===== src/rtl/piezo_song_player.sv =====
// Piezo melody engine: walks ROM note words {END, DUR, HP} for the selected song and
// drives a square wave with a fixed silent gap at the end of every note.
module piezo_song_player #(
  parameter int unsigned NUM_SONGS   = 2,
  parameter int unsigned IDX_W       = 8,
  parameter int unsigned DIV_W       = 11,
  parameter int unsigned DUR_W       = 4,
  parameter int unsigned UNIT_CYCLES = 250000,
  parameter int unsigned GAP_CYCLES  = 20000,
  parameter int unsigned SEL_W       = (NUM_SONGS > 1) ? $clog2(NUM_SONGS) : 1
) (
  input  logic                     CLK_1MHZ,
  input  logic                     RESETN,
  input  logic                     PLAY,
  input  logic [SEL_W-1:0]         SEL,
  input  logic                     LOOP,
  input  logic [1:0]               TEMPO,
  output logic [SEL_W+IDX_W-1:0]   ROM_ADDR,
  input  logic [DUR_W+DIV_W:0]     ROM_DATA,
  output logic                     SONG,
  output logic                     BUSY,
  output logic [IDX_W-1:0]         NOTE_IDX,
  output logic                     DONE
);

  // Sized so the longest note (max DUR at TEMPO=0) cannot overflow.
  localparam int unsigned CNT_W = $clog2(((2 ** DUR_W) - 1) * UNIT_CYCLES + 1);
  localparam logic [CNT_W-1:0] UNIT = CNT_W'(UNIT_CYCLES);
  localparam logic [CNT_W-1:0] GAP  = CNT_W'(GAP_CYCLES);

  localparam logic [2:0] ST_IDLE  = 3'd0;
  localparam logic [2:0] ST_FETCH = 3'd1;
  localparam logic [2:0] ST_LOAD  = 3'd2;
  localparam logic [2:0] ST_TONE  = 3'd3;
  localparam logic [2:0] ST_GAP   = 3'd4;

  logic [2:0]       state_q, state_d;
  logic             play_q, play_d;
  logic             armed_q, armed_d;
  logic [SEL_W-1:0] sel_q, sel_d;
  logic [IDX_W-1:0] idx_q, idx_d;
  logic [DIV_W-1:0] hp_q, hp_d;
  logic [DIV_W-1:0] div_q, div_d;
  logic [CNT_W-1:0] cnt_q, cnt_d;
  logic [CNT_W-1:0] tone_len_q, tone_len_d;
  logic             song_q, song_d;
  logic             done_q, done_d;

  logic             rom_end;
  logic [DUR_W-1:0] rom_dur;
  logic [DIV_W-1:0] rom_hp;
  logic [DUR_W-1:0] dur_eff;
  logic [CNT_W-1:0] unit_len;
  logic [CNT_W-1:0] note_len;

  assign rom_end  = ROM_DATA[DUR_W+DIV_W];
  assign rom_dur  = ROM_DATA[DIV_W +: DUR_W];
  assign rom_hp   = ROM_DATA[DIV_W-1:0];
  assign dur_eff  = (rom_dur == '0) ? DUR_W'(1) : rom_dur;
  assign unit_len = UNIT >> TEMPO;
  assign note_len = CNT_W'(dur_eff) * unit_len;

  always_comb begin
    state_d    = state_q;
    play_d     = PLAY;
    armed_d    = armed_q | ~PLAY;
    sel_d      = sel_q;
    idx_d      = idx_q;
    hp_d       = hp_q;
    div_d      = div_q;
    cnt_d      = cnt_q;
    tone_len_d = tone_len_q;
    song_d     = song_q;
    done_d     = 1'b0;
    if (!PLAY) begin
      state_d = ST_IDLE;
      song_d  = 1'b0;
    end else begin
      case (state_q)
        ST_IDLE: begin
          // armed_q blocks a start from PLAY already high when reset is released.
          if (!play_q && armed_q && !done_q) begin
            sel_d   = (32'(SEL) < NUM_SONGS) ? SEL : '0;
            idx_d   = '0;
            state_d = ST_FETCH;
          end
        end
        ST_FETCH: state_d = ST_LOAD;
        ST_LOAD: begin
          if (rom_end || idx_q == '1) begin
            if (LOOP) begin
              idx_d   = '0;
              state_d = ST_FETCH;
            end else begin
              done_d  = 1'b1;
              state_d = ST_IDLE;
            end
          end else begin
            hp_d   = rom_hp;
            div_d  = '0;
            cnt_d  = '0;
            song_d = 1'b0;
            if (note_len > GAP) begin
              tone_len_d = note_len - GAP;
              state_d    = ST_TONE;
            end else begin
              state_d = ST_GAP;
            end
          end
        end
        ST_TONE: begin
          if (hp_q != '0) begin
            if (div_q == hp_q) begin
              div_d  = '0;
              song_d = ~song_q;
            end else begin
              div_d = div_q + 1'b1;
            end
          end
          if (cnt_q == tone_len_q - 1'b1) begin
            cnt_d   = '0;
            song_d  = 1'b0;
            state_d = ST_GAP;
          end else begin
            cnt_d = cnt_q + 1'b1;
          end
        end
        ST_GAP: begin
          song_d = 1'b0;
          if (cnt_q == GAP - 1'b1) begin
            cnt_d   = '0;
            idx_d   = idx_q + 1'b1;
            state_d = ST_FETCH;
          end else begin
            cnt_d = cnt_q + 1'b1;
          end
        end
        default: begin
          song_d  = 1'b0;
          state_d = ST_IDLE;
        end
      endcase
    end
  end

  always_ff @(posedge CLK_1MHZ or negedge RESETN) begin
    if (!RESETN) begin
      state_q    <= ST_IDLE;
      play_q     <= 1'b0;
      armed_q    <= 1'b0;
      sel_q      <= '0;
      idx_q      <= '0;
      hp_q       <= '0;
      div_q      <= '0;
      cnt_q      <= '0;
      tone_len_q <= '0;
      song_q     <= 1'b0;
      done_q     <= 1'b0;
    end else begin
      state_q    <= state_d;
      play_q     <= play_d;
      armed_q    <= armed_d;
      sel_q      <= sel_d;
      idx_q      <= idx_d;
      hp_q       <= hp_d;
      div_q      <= div_d;
      cnt_q      <= cnt_d;
      tone_len_q <= tone_len_d;
      song_q     <= song_d;
      done_q     <= done_d;
    end
  end

  assign ROM_ADDR = {sel_q, idx_q};
  assign SONG     = song_q;
  assign BUSY     = (state_q != ST_IDLE);
  assign NOTE_IDX = idx_q;
  assign DONE     = done_q;

endmodule


===== config.mk =====
export PLATFORM = sky130hd
export DESIGN_NAME = piezo_song_player
export DESIGN_NICKNAME = d
export VERILOG_FILES = /design/src/rtl/piezo_song_player.sv
export SDC_FILE = /design/constraint.sdc
export NUM_CORES = 1
export LEC_CHECK = 0
export CAP_MARGIN = 20
export CORE_AREA = 2 2 109 111
export DETAILED_ROUTE_END_ITERATION = 10
export DIE_AREA = 0 0 111 113
export PLACE_DENSITY = 0.87
export SLEW_MARGIN = 5
export SYNTH_ARGS = -nofsm -noshare
export SYNTH_HDL_FRONTEND = slang
export SYNTH_SLANG_ARGS = --single-unit

===== constraint.sdc =====
create_clock -name CLK_1MHZ -period 6.55 [get_ports CLK_1MHZ]
set_input_delay 0.655 -clock CLK_1MHZ [delete_from_list [all_inputs] [get_ports CLK_1MHZ]]
set_output_delay 0.655 -clock CLK_1MHZ [all_outputs]
set_load 0.05 [all_outputs]

==> reports/metrics.yaml, run 1 <==
global_route:
  grt_pass1_wl_um: 28200
  track_usage_pct: 27.2
  antenna_found_initial: 0
  grt_max_degree: 56
  grt.overflow.total: 0
  grt_pass1_vias: 6100
timing:
  finClkSkew_ns: 0.00802
  post-route-min-period_ns: 6.15
  tightest_slew_ns: 0.918
  tns_ns: 0
  slew_viol_final: 0
  setup_violations: 0
  finalCritPeriodShare_pct: 93.9
  finalHoldViolations: 0
  rsz0062_at_grt: "false"
  fmax_ghz: 0.163
  relSlewSlack_pct: 38.8
critical_path:
  reg2reg_depth: 9
  critPathCaptureType: "flop"
  worstSetupPathType: "in -> reg"
  crit_family: "adder cells"
  crit_chain: "clkdlybuf4s50_1 -> inv_1 -> ha_1 -> and2_1 -> fa_1 -> inv_1 -> fa_1 -> inv_1 -> ha_1 -> o211ai_1 -> o21a_1 -> a2111oi_0 -> buf_4 -> o211a_1 -> o31ai_1 -> o211a_1 -> nand3b_1 -> and2_1 -> mux2_2"
  required_ns: 6.78
  cp_common_cell: "inv_1"
  r2r_start: "NOTE_IDX[0]$_DFFE_PN0P_"
  reg2reg_setup_slack_ns: 2.62
  r2r_end: "tone_len_q[11]$_DFFE_PN0P_"
  cp_slowest_cell: "and2_1"
  cp_max_fo: 20
  path_buf_inv: 5
  start_kind: "primary input"
  critPathArrivalTime_ns: 6.38
  crit_path_max_incr_delay_ns: 0.76
layout:
  antennaDiodeCount: 0
  syn2layout_area_growth_pct: 9.26
  final_util_pct: 71.4
  regArea_um2: 2030
  multi_input_area_um2: 4840
  fin_nets: 984
  drive_gt1_share_pct: 6.44
  fillers: 876
synth:
  yosysMostFrequentCell: "nand2_1"
  synth-edff-count: 0
  synthFlopType: "dfrtp_1"
  yosys.area.top_type: "dfrtp_1"
  avgSynthCellArea_um2: 8.32
  synthTopCellsByCount: "nand2_1, dfrtp_1, inv_1"
  post_synth_main_area_contributors: "dfrtp_1, ha_1, fa_1"
  synthCells: 885
  synthMuxAreaShare_pct: 3.82
  yosys.area_share.simple_pct: 25.5
  synth_top_family_by_area: "simple AND/OR/NAND/NOR gates"
  yosysTopAreaCellShare_pct: 27.5
  netlist_area_um2: 7360
  synth_compound_area_share_pct: 15.7
  ys.warnings.count: 0
  ys_types: 71
  yosysSeqAreaShare_pct: 27.5
  synth_fp_nets: 972
  synthArstFlopShare_pct: 100
  synth_xor_xnor_area_share_pct: 7.49
  ys_ff_latch: 81
  synthAdderAreaFrac_pct: 13.2
detailed_routing:
  wl_per_cell_um: 15.6
  vias: 6414
  first_iter_violations: 473
  ant_nets: 0
  route.detailed.drc: 0
  wl_um: 16300
  via_per_inst: 6.14
  firstDrtPassIters: 5
clock_network:
  post-cts-setup-buffers: 0
  ctsResizeCount: 0
  cts_tree: "done"
  cts_buffers: 9
  clkLatencyLatePin_ns: 0.35
  clockBufferDepth: 2
  cts_htree_levels: 3
  root_buffer: "clkbuf_16"
  clock-sinks: 81
  cts_hold_buf: 0
  clk_pin_slew_ns: 0.06
power_and_ir_drop:
  leakagePower_nw: 3.63
  max-vdd-ir-drop_mv: 0.234
  powerDensity_nw_per_um2: 278
die:
  die_h_um: 113
  start_util_pct: 65.3
  num_rows: 39
  die_area_um2: 12500
  coreArea_um2: 11300
  pin_count: 43
  die_w_um: 111
status:
  status: "completed"
place:
  dp_hpwl_um: 12600
  port_buffers: 42
  gp_congestion: 0.902
worst_hold_path:
  worstHoldPathType: "in -> async"
run:
  max_cap_violations: 0
layout by cell type (no fill, tap or decap), drive strengths merged, types with 10 or more instances in the layout:
cell type,netlist,final
nor2b,11,11
xor2,30,30
o21ai,46,46
and3,24,24
mux2,17,17
inv,64,65
clkdlybuf4s50,0,41
or3,20,20
nand2b,23,23
nor3,25,25
ha,41,41
and2,10,10
a31oi,21,21
dfrtp,81,81
xnor2,33,33
nor4,16,16
nand4,13,13
nor2,60,60
a21oi,38,38
fa,23,23
nand2,97,97
nand3,30,30
routing by layer:
layer / vias up / share of wire, % / GRT usage [%] / routed length, um
met2: 176 / 48 / 45.7 / 7760
met3: 37 / 4.2 / 4.66 / 678
met1: 3075 / 45 / 35.4 / 7420
met5: - / 0 / 0 / 0
li1: 3126 / - / - / -
met4: 0 / 2.8 / 10.4 / 461
registers in the layout, summed over array words and instances (netlist names):
signal      flops
armed_q         1
state_q         3
play_q          1
SONG            1
div_q          11
sel_q           1
NOTE_IDX        8
tone_len_q     21
DONE            1
cnt_q          22
hp_q           11
report_power, final:
part	leakage (nW)	switching, W	total, W	internal (W)
clock network	0.124	0.000206	0.000462	0.000255
registers	1.07	0.000150	0.000761	0.000611
logic	2.45	0.000569	0.00102	0.000448
through the flow:
stage / setup slack [ns] / hold WS, ns / power (W) / instance area (um2) / cells
after floorplan: 1.40 / 0.359 / 0.00154 / 7360 / 885
after global placement: 0.314 / 0.492 / 0.00173 / 7760 / 1028
after detailed placement: 0.101 / 0.500 / 0.00176 / 7760 / 1028
after CTS: 0.455 / 0.205 / 0.00224 / 8030 / 1043
after global routing: 0.0656 / 0.228 / 0.00242 / 8050 / 1044
final: 0.402 / 0.203 / 0.00224 / 8050 / 1044
area by class of cell:
cell class / count / share of cell area, %
clock inverter: 6 / 0.560
clock buffer: 9 / 2.80
timing repair buffer: 50 / 6.03
sequential: 81 / 25.2
tap: 143 / 2.22
multi-input combinational: 691 / 60.2
inverter: 64 / 2.99
cells by family (layout without fill, tap and decap cells):
| logic type | Yosys count | count (layout) |
|---|---|---|
| AND/OR/NAND/NOR | 359 | 359 |
| AO/OA/AOI/OAI | 179 | 179 |
| buffers and inverters | 113 | 129 |
| flip-flops | 81 | 81 |
| adder cells (fa/ha/maj) | 64 | 64 |
| XOR/XNOR | 63 | 63 |
| multiplexers | 26 | 26 |
worst max-delay path by stage:
| stage | from | endpoint | slack [ns] | cells past startpoint |
|---|---|---|---|---|
| final | TEMPO[0] | tone_len_q[11]$_DFFE_PN0P_ | 0.40 | 19 |
| after global routing | TEMPO[0] | tone_len_q[11]$_DFFE_PN0P_ | 0.07 | 19 |
| after CTS | TEMPO[0] | tone_len_q[11]$_DFFE_PN0P_ | 0.45 | 19 |
| after detailed placement | TEMPO[0] | tone_len_q[15]$_DFFE_PN0P_ | 0.10 | 19 |
| after global placement | TEMPO[0] | tone_len_q[3]$_DFFE_PN0P_ | 0.31 | 19 |
| after floorplan | TEMPO[1] | tone_len_q[17]$_DFFE_PN0P_ | 1.40 | 17 |
Note: power is estimated with default switching activity, not from simulation.
==> run 2: changes to the inputs <==
--- a/config.mk
+++ b/config.mk
@@ -6,11 +6,11 @@
 export NUM_CORES = 1
 export LEC_CHECK = 0
 export CAP_MARGIN = 20
-export CORE_AREA = 2 2 109 111
+export CORE_AREA = 2 2 108 110
+export CTS_BUF_LIST = sky130_fd_sc_hd__clkbuf_8
 export DETAILED_ROUTE_END_ITERATION = 10
-export DIE_AREA = 0 0 111 113
-export PLACE_DENSITY = 0.87
-export SLEW_MARGIN = 5
+export DIE_AREA = 0 0 110 112
+export PLACE_DENSITY = 0.88
 export SYNTH_ARGS = -nofsm -noshare
 export SYNTH_HDL_FRONTEND = slang
 export SYNTH_SLANG_ARGS = --single-unit
==> run 2 against run 1 <==
Clock skew is 0.011 ns higher. Largest cell class unchanged. Setup slack better by 0.052 ns. Clock power is 7.1% lower. Sequential power hardly changed. Worst hold slack worse by 0.13 ns. Global-route usage is 1.5 points higher. Highest routed layer unchanged. Combinational power hardly changed. Routed wire length is 1.2% higher. Total power is 1.5% lower. Core utilization is 0.38 points higher.
==> reports/metrics.yaml, run 2 (synthesis results as in run 1) <==
clock_network:
  clockBufferDepth: 2  # unchanged
  clk_pin_slew_ns: 0.09  # was 0.06 ns
  cts_htree_levels: 3  # unchanged
  cts_buffers: 9  # unchanged
  cts_hold_buf: 0  # unchanged
  root_buffer: "clkbuf_8"  # was clkbuf_16
  cts_tree: "done"  # unchanged
  clkLatencyLatePin_ns: 0.38  # was 0.35 ns
  ctsResizeCount: 0  # unchanged
  clock-sinks: 81  # unchanged
  post-cts-setup-buffers: 0  # unchanged
timing:
  fmax_ghz: 0.164  # was 0.163 GHz
  tns_ns: 0  # unchanged
  setup_ws_ns: 0.453  # was 0.402 ns
  finalCritPeriodShare_pct: 93.1  # was 93.9%
  setup_violations: 0  # unchanged
  finalHoldViolations: 0  # unchanged
  finClkSkew_ns: 0.0188  # was 0.00802 ns
  tightest_slew_ns: 0.938  # was 0.918 ns
  relSlewSlack_pct: 37.0  # was 38.8%
  post-route-min-period_ns: 6.10  # was 6.15 ns
  slew_viol_final: 0  # unchanged
  rsz0062_at_grt: "false"  # unchanged
detailed_routing:
  wl_per_cell_um: 15.8  # was 15.6 um
  via_per_inst: 6.12  # was 6.14
  route.detailed.drc: 0  # unchanged
  dr_wl_met2_um: 7960  # was 7760 um
  routed-wl-met3_um: 735  # was 678 um
  first_iter_violations: 628  # was 473
  vias: 6386  # was 6414
  firstDrtPassIters: 6  # was 5
  top_layer: "met4"  # unchanged
  ant_nets: 0  # unchanged
  met1_length_um: 7400  # was 7420 um
  wl_um: 16500  # was 16300 um
die:
  die_w_um: 110  # was 111 um
  pin_count: 43  # unchanged
  start_util_pct: 65.9  # was 65.3%
  num_rows: 39  # unchanged
  die_h_um: 112  # was 113 um
  die_area_um2: 12300  # was 12500 um2
  coreArea_um2: 11200  # was 11300 um2
global_route:
  track_usage_pct: 28.6  # was 27.2%
  grt.overflow.total: 0  # unchanged
  grt_pass1_vias: 6188  # was 6100
  grt_pass1_wl_um: 28500  # was 28200 um
  antenna_found_initial: 0  # unchanged
  grt_max_degree: 82  # was 56
layout:
  syn2layout_area_growth_pct: 8.89  # was 9.26%
  mostFrequentLayoutCell: "nand2_1"  # unchanged
  fin_nets: 983  # was 984
  largestRegisters: "cnt_q: 22 flops, tone_len_q: 21 flops"  # unchanged
  regMostFlops: "cnt_q"  # unchanged
  drive_gt1_share_pct: 6.44  # unchanged
  layout_common_cells: "nand2_1, dfrtp_1, inv_1"  # unchanged
  largest_reg_flops: 22  # unchanged
  antennaDiodeCount: 0  # unchanged
place:
  gp_congestion: 0.934  # was 0.902
  dp_hpwl_um: 12600  # about the same
  dpl_worst_slack_ns: 0.141  # was 0.101 ns
  port_buffers: 42  # unchanged
critical_path:
  crit_chain: "clkdlybuf4s50_1 -> inv_1 -> ha_1 -> and2_1 -> fa_1 -> inv_1 -> fa_1 -> inv_1 -> ha_1 -> o211ai_1 -> o21a_1 -> a2111oi_0 -> buf_4 -> o211a_1 -> o31ai_1 -> o211a_1 -> nand3b_1 -> and2_1 -> mux2_2"  # unchanged
  critPathArrivalTime_ns: 6.35  # was 6.38 ns
  crit_family: "adder cells"  # unchanged
  cp_slowest_cell: "and2_1"  # unchanged
  path_buf_inv: 5  # unchanged
  start_kind: "primary input"  # unchanged
  required_ns: 6.80  # was 6.78 ns
  cp_max_fo: 20  # unchanged
  cp_common_cell: "inv_1"  # unchanged
  worstSetupPathType: "in -> reg"  # unchanged
  crit_path_max_incr_delay_ns: 0.75  # was 0.76 ns
  critPathCaptureType: "flop"  # unchanged
power_and_ir_drop:
  powerDensity_nw_per_um2: 275  # was 278 nW/um2
  leakagePower_nw: 3.63  # about the same
  max-vdd-ir-drop_mv: 0.182  # was 0.234 mV
status:
  status: "completed"  # unchanged
run:
  max_cap_violations: 0  # unchanged
worst_hold_path:
  worstHoldPathType: "in -> async"  # unchanged
[run 2: changes by cell type in the layout (fill, tap and decap cells not counted)]
cell	delta
clkinvlp_4	-3
clkbuf_8	+9
clkbuf_16	-9
inv_6	+2
clkinv_2	-1
buf_16	+1
bufinv_16	+2
inv_8	+1
buf_4	-2
[run 2: path summary, 6_finish.rpt]
path / from / endpoint / slack [ns] / cells past startpoint
max reg2reg: NOTE_IDX[0]$_DFFE_PN0P_ / tone_len_q[3]$_DFFE_PN0P_ / 2.57 / 9
max in group asynchronous: RESETN / tone_len_q[3]$_DFFE_PN0P_ / 5.86 / 2
max: TEMPO[0] / tone_len_q[3]$_DFFE_PN0P_ / 0.45 / 19
min reg2reg: sel_q$_DFFE_PN0P_ / sel_q$_DFFE_PN0P_ / 0.53 / 1
min: RESETN / cnt_q[7]$_DFFE_PN0P_ / 0.08 / 1
min in group CLK_1MHZ: sel_q$_DFFE_PN0P_ / sel_q$_DFFE_PN0P_ / 0.53 / 1
[run 2: per-stage QoR]
step	hold slack, ns	area, um2	total power (W)	utilization, %	std cells
finish	0.0777	8020	0.00221	71.8	1044
global route	0.0682	8020	0.00238	71.8	1044
CTS	0.469	7980	0.00220	71.4	1042
detailed placement	0.513	7750	0.00177	69.3	1026
global placement	0.494	7750	0.00173	69.3	1026
floorplan	0.359	7360	0.00154	-	885
[run 2: layout make-up]
type	instances	area, um2
multi-input combinational	691	4840
tap	143	179
inverter	64	240
fill	864	3160
clock buffer	9	124
timing repair buffer	49	498
clock inverter	7	106
sequential	81	2030
[run 2: layer usage]
| layer | vias to the layer above | GRT usage (%) |
|---|---|---|
| met5 | - | 0 |
| met4 | 0 | 10.3 |
| met3 | 41 | 4.10 |
| met2 | 195 | 47.1 |
| met1 | 3016 | 38.1 |
| li1 | 3134 | - |
[run 2: report_power, final]
part           switching, W  leakage [nW]  internal (W)  total (W)
registers          0.000149          1.07      0.000610   0.000759
clock network      0.000207         0.117      0.000222   0.000429
logic              0.000570          2.45      0.000449    0.00102
[run 2: worst reg2reg max path: stages, from the launching register on]
cell and delay [ns]:
dfrtp_1 0.45, ha_1 0.24, and3_1 0.21, and3_1 0.22, a31o_2 0.27, nor3_1 0.37, nand2_1 0.41, inv_1 0.47
and2_1 0.80, mux2_2 0.42
==> RTL edit 1: new RTL, config.mk and constraints of run 2 <==
The parameter `IDX_W` goes from 8 to 9.
--- a/src/rtl/piezo_song_player.sv
+++ b/src/rtl/piezo_song_player.sv
@@ -2,7 +2,7 @@
 // drives a square wave with a fixed silent gap at the end of every note.
 module piezo_song_player #(
   parameter int unsigned NUM_SONGS   = 2,
-  parameter int unsigned IDX_W       = 8,
+  parameter int unsigned IDX_W       = 9,
   parameter int unsigned DIV_W       = 11,
   parameter int unsigned DUR_W       = 4,
   parameter int unsigned UNIT_CYCLES = 250000,
Ports: changed (resized NOTE_IDX and ROM_ADDR); port bits go from 43 to 45. No check against the original RTL was run, so the function may have changed too.
==> RTL edit 1 against run 2 <==
  * Sequential cell count rose by 1
  * Synthesized cell count shrank 0.23%
  * Sequential power up 1%
  * Register-to-register slack improved by 350 ps
  * Die area did not move
  * Area after synthesis increased by 1.0%
  * Design area rose by 0.81%
  * Routed wire length grew 1.3%
  * Utilization increased by 0.58 points
  * Worst setup slack improved by 130 ps
  * Clock power down 13%
  * Power is 1.1% higher
  * Largest cell class unchanged
==> RTL edit 1: results (changes against run 2) <==
* Status: completed (unchanged)
* Fill count at 847 (was 864)
* Critical R2R Capture: NOTE_IDX[7]$_DFFE_PN0P_ (was tone_len_q[3]$_DFFE_PN0P_)
* Final wirelength at 16700 µm (was 16500 µm)
* Tot Pwr at 2.23 mW (was 2.21 mW)
* Top post-synthesis cells by area: dfrtp_1, ha_1, fa_1 (unchanged)
* Commonest cells post-synth: nand2_1, dfrtp_1, inv_1 (unchanged)
* Via-per-instance ratio at 6.19 (was 6.12)
* RR Startpoint: cnt_q[0]$_DFFE_PN0P_ (was NOTE_IDX[0]$_DFFE_PN0P_)
* Clk Latency, worst-skew pair at 360 ps (was 380 ps)
* Clk pwr at 372 µW (was 429 µW)
* DP HPWL at 12300 µm (was 12600 µm)
* Post-synthesis sequential area ratio at 27.6% (was 27.5%)
* DR iter-0 viols at 599 (was 628)
* Post-Synthesis Cells at 883 (was 885)
* Crit-path max FO at 23 (was 20)
* Largest net degree at the start of global routing at 83 (was 82)
* Total track usage at 27.9% (was 28.6%)
* Share of cells above drive strength 1 at 4.75% (was 6.44%)
* # nets final at 989 (was 983)
* Met3 Resource Use GR at 3.63% (was 4.10%)
* Post-Place Worst Slack at 286 ps (was 141 ps)
* Wire length on met3 at 799 µm (was 735 µm)
* Vias in the first global route at 6157 (was 6188)
* First-pass GRT wire length at 28000 µm (was 28500 µm)
* Compound-gate portion of the synthesized area at 15.7% (about the same)
* Synth Area in XOR/XNOR at 9.42% (was 7.49%)
* Flop pwr share at 34.5% (was 34.4%)
* Drt pass-1 iters at 5 (was 6)
* Synth unique cells at 78 (was 71)
* Post-synthesis adder-cell area fraction at 13.3% (was 13.2%)
* Setup crit end: tone_len_q[12]$_DFFE_PN0P_ (was tone_len_q[3]$_DFFE_PN0P_)
* Net Count, Synth at 971 (was 972)
* Met1 Usage GRT at 37.6% (was 38.1%)
* Peak VDD IR at 0.000229 V (was 0.000182 V)
* Clk_skew at 17.9 ps (was 18.8 ps)
* DR WL met2 at 8200 µm (was 7960 µm)
* Pleak at 3.64 nW (was 3.63 nW)
* Switch Pwr at 981 µW (was 926 µW)
* Port Buffers at 44 (was 42)
* Post-synthesis mux area share at 3.82% (about the same)
* Slew headroom at 38.3% (was 37.0%)
* Area after detailed placement at 7860 µm² (was 7750 µm²)
* Met1 WL at 7350 µm (was 7400 µm)
* Final Wtd Congestion at 0.954 (was 0.934)
[RTL edit 1: cell count changes after synthesis, sizes merged, moves of 9 or more]
| cell | run 2 | this run |
|---|---|---|
| or3 | 20 | 11 |
| a31oi | 21 | 5 |
| o31ai | 5 | 17 |
| o21ai | 46 | 56 |
| xnor2 | 33 | 44 |
| inv | 64 | 74 |
| clkbuf | 31 | 22 |
[RTL edit 1: area by class of cell]
cell class	instances	area, µm²	share of cell area (%)
multi-input cells	685	4890	60.5
flip-flops and latches	82	2050	25.4
repair buffers	49	495	6.13
inverters	74	278	3.44
well taps	143	179	2.21
clock buffers	10	138	1.70
clock inverters	5	55.1	0.681
[RTL edit 1: critical path, stage by stage]
cell and delay [ps]:
clkdlybuf4s50_1 640, inv_1 140, ha_1 280, nand2_1 200, fa_1 480, fa_1 610
inv_1 70, ha_1 340, a211oi_4 370, o21ba_2 230, o21bai_1 90, a2111oi_2 480
nor2_1 170, a21boi_1 180, o31a_2 350, o31ai_4 220, buf_4 330, mux2_1 360
==> RTL edit 2: new RTL, config.mk and constraints of run 2 <==
Without the edit above. Add an input register stage for `PLAY`, `SEL`, `LOOP`, `TEMPO` and `ROM_DATA`, without a reset; this delays them by one clock.
--- a/src/rtl/piezo_song_player.sv
+++ b/src/rtl/piezo_song_player.sv
@@ -34,6 +34,20 @@
   localparam logic [2:0] ST_TONE  = 3'd3;
   localparam logic [2:0] ST_GAP   = 3'd4;
 
+  logic PLAY_q;
+  logic [SEL_W-1:0] SEL_q;
+  logic LOOP_q;
+  logic [1:0] TEMPO_q;
+  logic [DUR_W+DIV_W:0] ROM_DATA_q;
+
+  always_ff @(posedge CLK_1MHZ) begin
+    PLAY_q     <= PLAY;
+    SEL_q      <= SEL;
+    LOOP_q     <= LOOP;
+    TEMPO_q    <= TEMPO;
+    ROM_DATA_q <= ROM_DATA;
+  end
+
   logic [2:0]       state_q, state_d;
   logic             play_q, play_d;
   logic             armed_q, armed_d;
@@ -53,17 +67,17 @@
   logic [CNT_W-1:0] unit_len;
   logic [CNT_W-1:0] note_len;
 
-  assign rom_end  = ROM_DATA[DUR_W+DIV_W];
-  assign rom_dur  = ROM_DATA[DIV_W +: DUR_W];
-  assign rom_hp   = ROM_DATA[DIV_W-1:0];
+  assign rom_end  = ROM_DATA_q[DUR_W+DIV_W];
+  assign rom_dur  = ROM_DATA_q[DIV_W +: DUR_W];
+  assign rom_hp   = ROM_DATA_q[DIV_W-1:0];
   assign dur_eff  = (rom_dur == '0) ? DUR_W'(1) : rom_dur;
-  assign unit_len = UNIT >> TEMPO;
+  assign unit_len = UNIT >> TEMPO_q;
   assign note_len = CNT_W'(dur_eff) * unit_len;
 
   always_comb begin
     state_d    = state_q;
-    play_d     = PLAY;
-    armed_d    = armed_q | ~PLAY;
+    play_d     = PLAY_q;
+    armed_d    = armed_q | ~PLAY_q;
     sel_d      = sel_q;
     idx_d      = idx_q;
     hp_d       = hp_q;
@@ -72,7 +86,7 @@
     tone_len_d = tone_len_q;
     song_d     = song_q;
     done_d     = 1'b0;
-    if (!PLAY) begin
+    if (!PLAY_q) begin
       state_d = ST_IDLE;
       song_d  = 1'b0;
     end else begin
@@ -80,7 +94,7 @@
         ST_IDLE: begin
           // armed_q blocks a start from PLAY already high when reset is released.
           if (!play_q && armed_q && !done_q) begin
-            sel_d   = (32'(SEL) < NUM_SONGS) ? SEL : '0;
+            sel_d   = (32'(SEL_q) < NUM_SONGS) ? SEL_q : '0;
             idx_d   = '0;
             state_d = ST_FETCH;
           end
@@ -88,7 +102,7 @@
         ST_FETCH: state_d = ST_LOAD;
         ST_LOAD: begin
           if (rom_end || idx_q == '1) begin
-            if (LOOP) begin
+            if (LOOP_q) begin
               idx_d   = '0;
               state_d = ST_FETCH;
             end else begin
Check against the original RTL: not equivalent (a bounded check fails within 4 cycles, from zero or initial values and one cycle with RESETN low).
==> RTL edit 2 against run 2 <==
  * Area after synthesis is 11% higher
  * First-iteration DRC count is 12% higher
  * Register-to-register slack worse by 1700 ps
  * Power is 26% higher
  * Worst setup slack better by 430 ps
  * Final cell count is 5.8% higher
  * Design area is 9.5% higher
  * Sequential cell count is 21 higher
  * Fmax is 7.5% higher
  * Routed wire length is 22% higher
  * Critical path type is now reg -> reg
  * Critical endpoint unchanged
  * Highest routed layer unchanged
==> RTL edit 2: results (changes against run 2) <==
* Flop2flop setup slack at 880 ps (was 2570 ps)
* Share of cells above drive strength 1 at 3.95% (was 6.44%)
* Vias in the first global route at 7214 (was 6188)
* Post-synthesis mux area share at 3.47% (was 3.82%)
* Post-synthesis sequential area ratio at 30.0% (was 27.5%)
* Total track usage at 34.4% (was 28.6%)
* Ys async rst share at 79.4% (was 100%)
* Via-per-instance ratio at 6.59 (was 6.12)
* Sequential power at 905 µW (was 759 µW)
* Largest registers: cnt_q x22, tone_len_q x21, ROM_DATA_q x16 (was cnt_q x22, tone_len_q x21)
* Clk pin slew, worst setup/hold paths at 110 ps (was 90 ps)
* WL per Instance at 18.3 µm (was 15.8 µm)
* Register-to-Register Path Depth at 16 (was 9)
* Total number of vias at 7285 (was 6386)
* DP HPWL at 15200 µm (was 12600 µm)
* Post-Synthesis Cells at 952 (was 885)
* Status: completed (unchanged)
* Flop pwr share at 32.7% (was 34.4%)
* Fmax at 176 MHz (was 164 MHz)
* Post-synthesis adder-cell area fraction at 11.9% (was 13.2%)
* Final Wtd Congestion at 1.10 (was 0.934)
* Kind of critical path: reg -> reg (was in -> reg)
* Crit-path max FO at 22 (was 20)
* Top post-synthesis cells by area: dfrtp_1, ha_1, fa_1 (unchanged)
* First-pass GRT wire length at 33800 µm (was 28500 µm)
* DR iter-0 viols at 701 (was 628)
* Total placed cells including tap cells at 1087 (was 1026)
* Max incr delay on CP at 610 ps (was 750 ps)
* Drt pass-1 iters at 5 (was 6)
* # nets final at 1044 (was 983)
* CP Launch Point: TEMPO_q[0]$_DFF_P_ (was TEMPO[0])
* Clk pwr at 468 µW (was 429 µW)
==> RTL edit 2: cell count changes after synthesis, sizes merged, moves of 5 or more <==
cell / run 2 / this run
a211oi: 5 / 11
a21oi: 38 / 29
a22o: 3 / 10
a31oi: 21 / 8
a32o: 0 / 11
and2: 10 / 18
and3: 24 / 19
dfxtp: 0 / 21
nor2b: 11 / 21
nor4b: 2 / 8
o21ai: 46 / 64
xnor2: 33 / 50
xor2: 30 / 16
==> RTL edit 2: cell type report <==
| class | count | area (µm²) |
|---|---|---|
| Fill cell | 782 | 2390 |
| Sequential cell | 102 | 2450 |
| Clock inverter | 6 | 92.6 |
| Clock buffer | 10 | 138 |
| Multi-Input combinational cell | 735 | 5220 |
| Inverter | 62 | 233 |
| Tap cell | 143 | 179 |
| Timing Repair Buffer | 47 | 475 |
==> RTL edit 2: per-layer routing <==
metal	global-route usage, %	part of all wire [%]	vias to the layer above
li1	-	-	3405
met1	40.7	40	3503
met2	60.0	51	310
met3	6.38	5.3	67
met4	14.9	3.7	0
met5	0	0	-
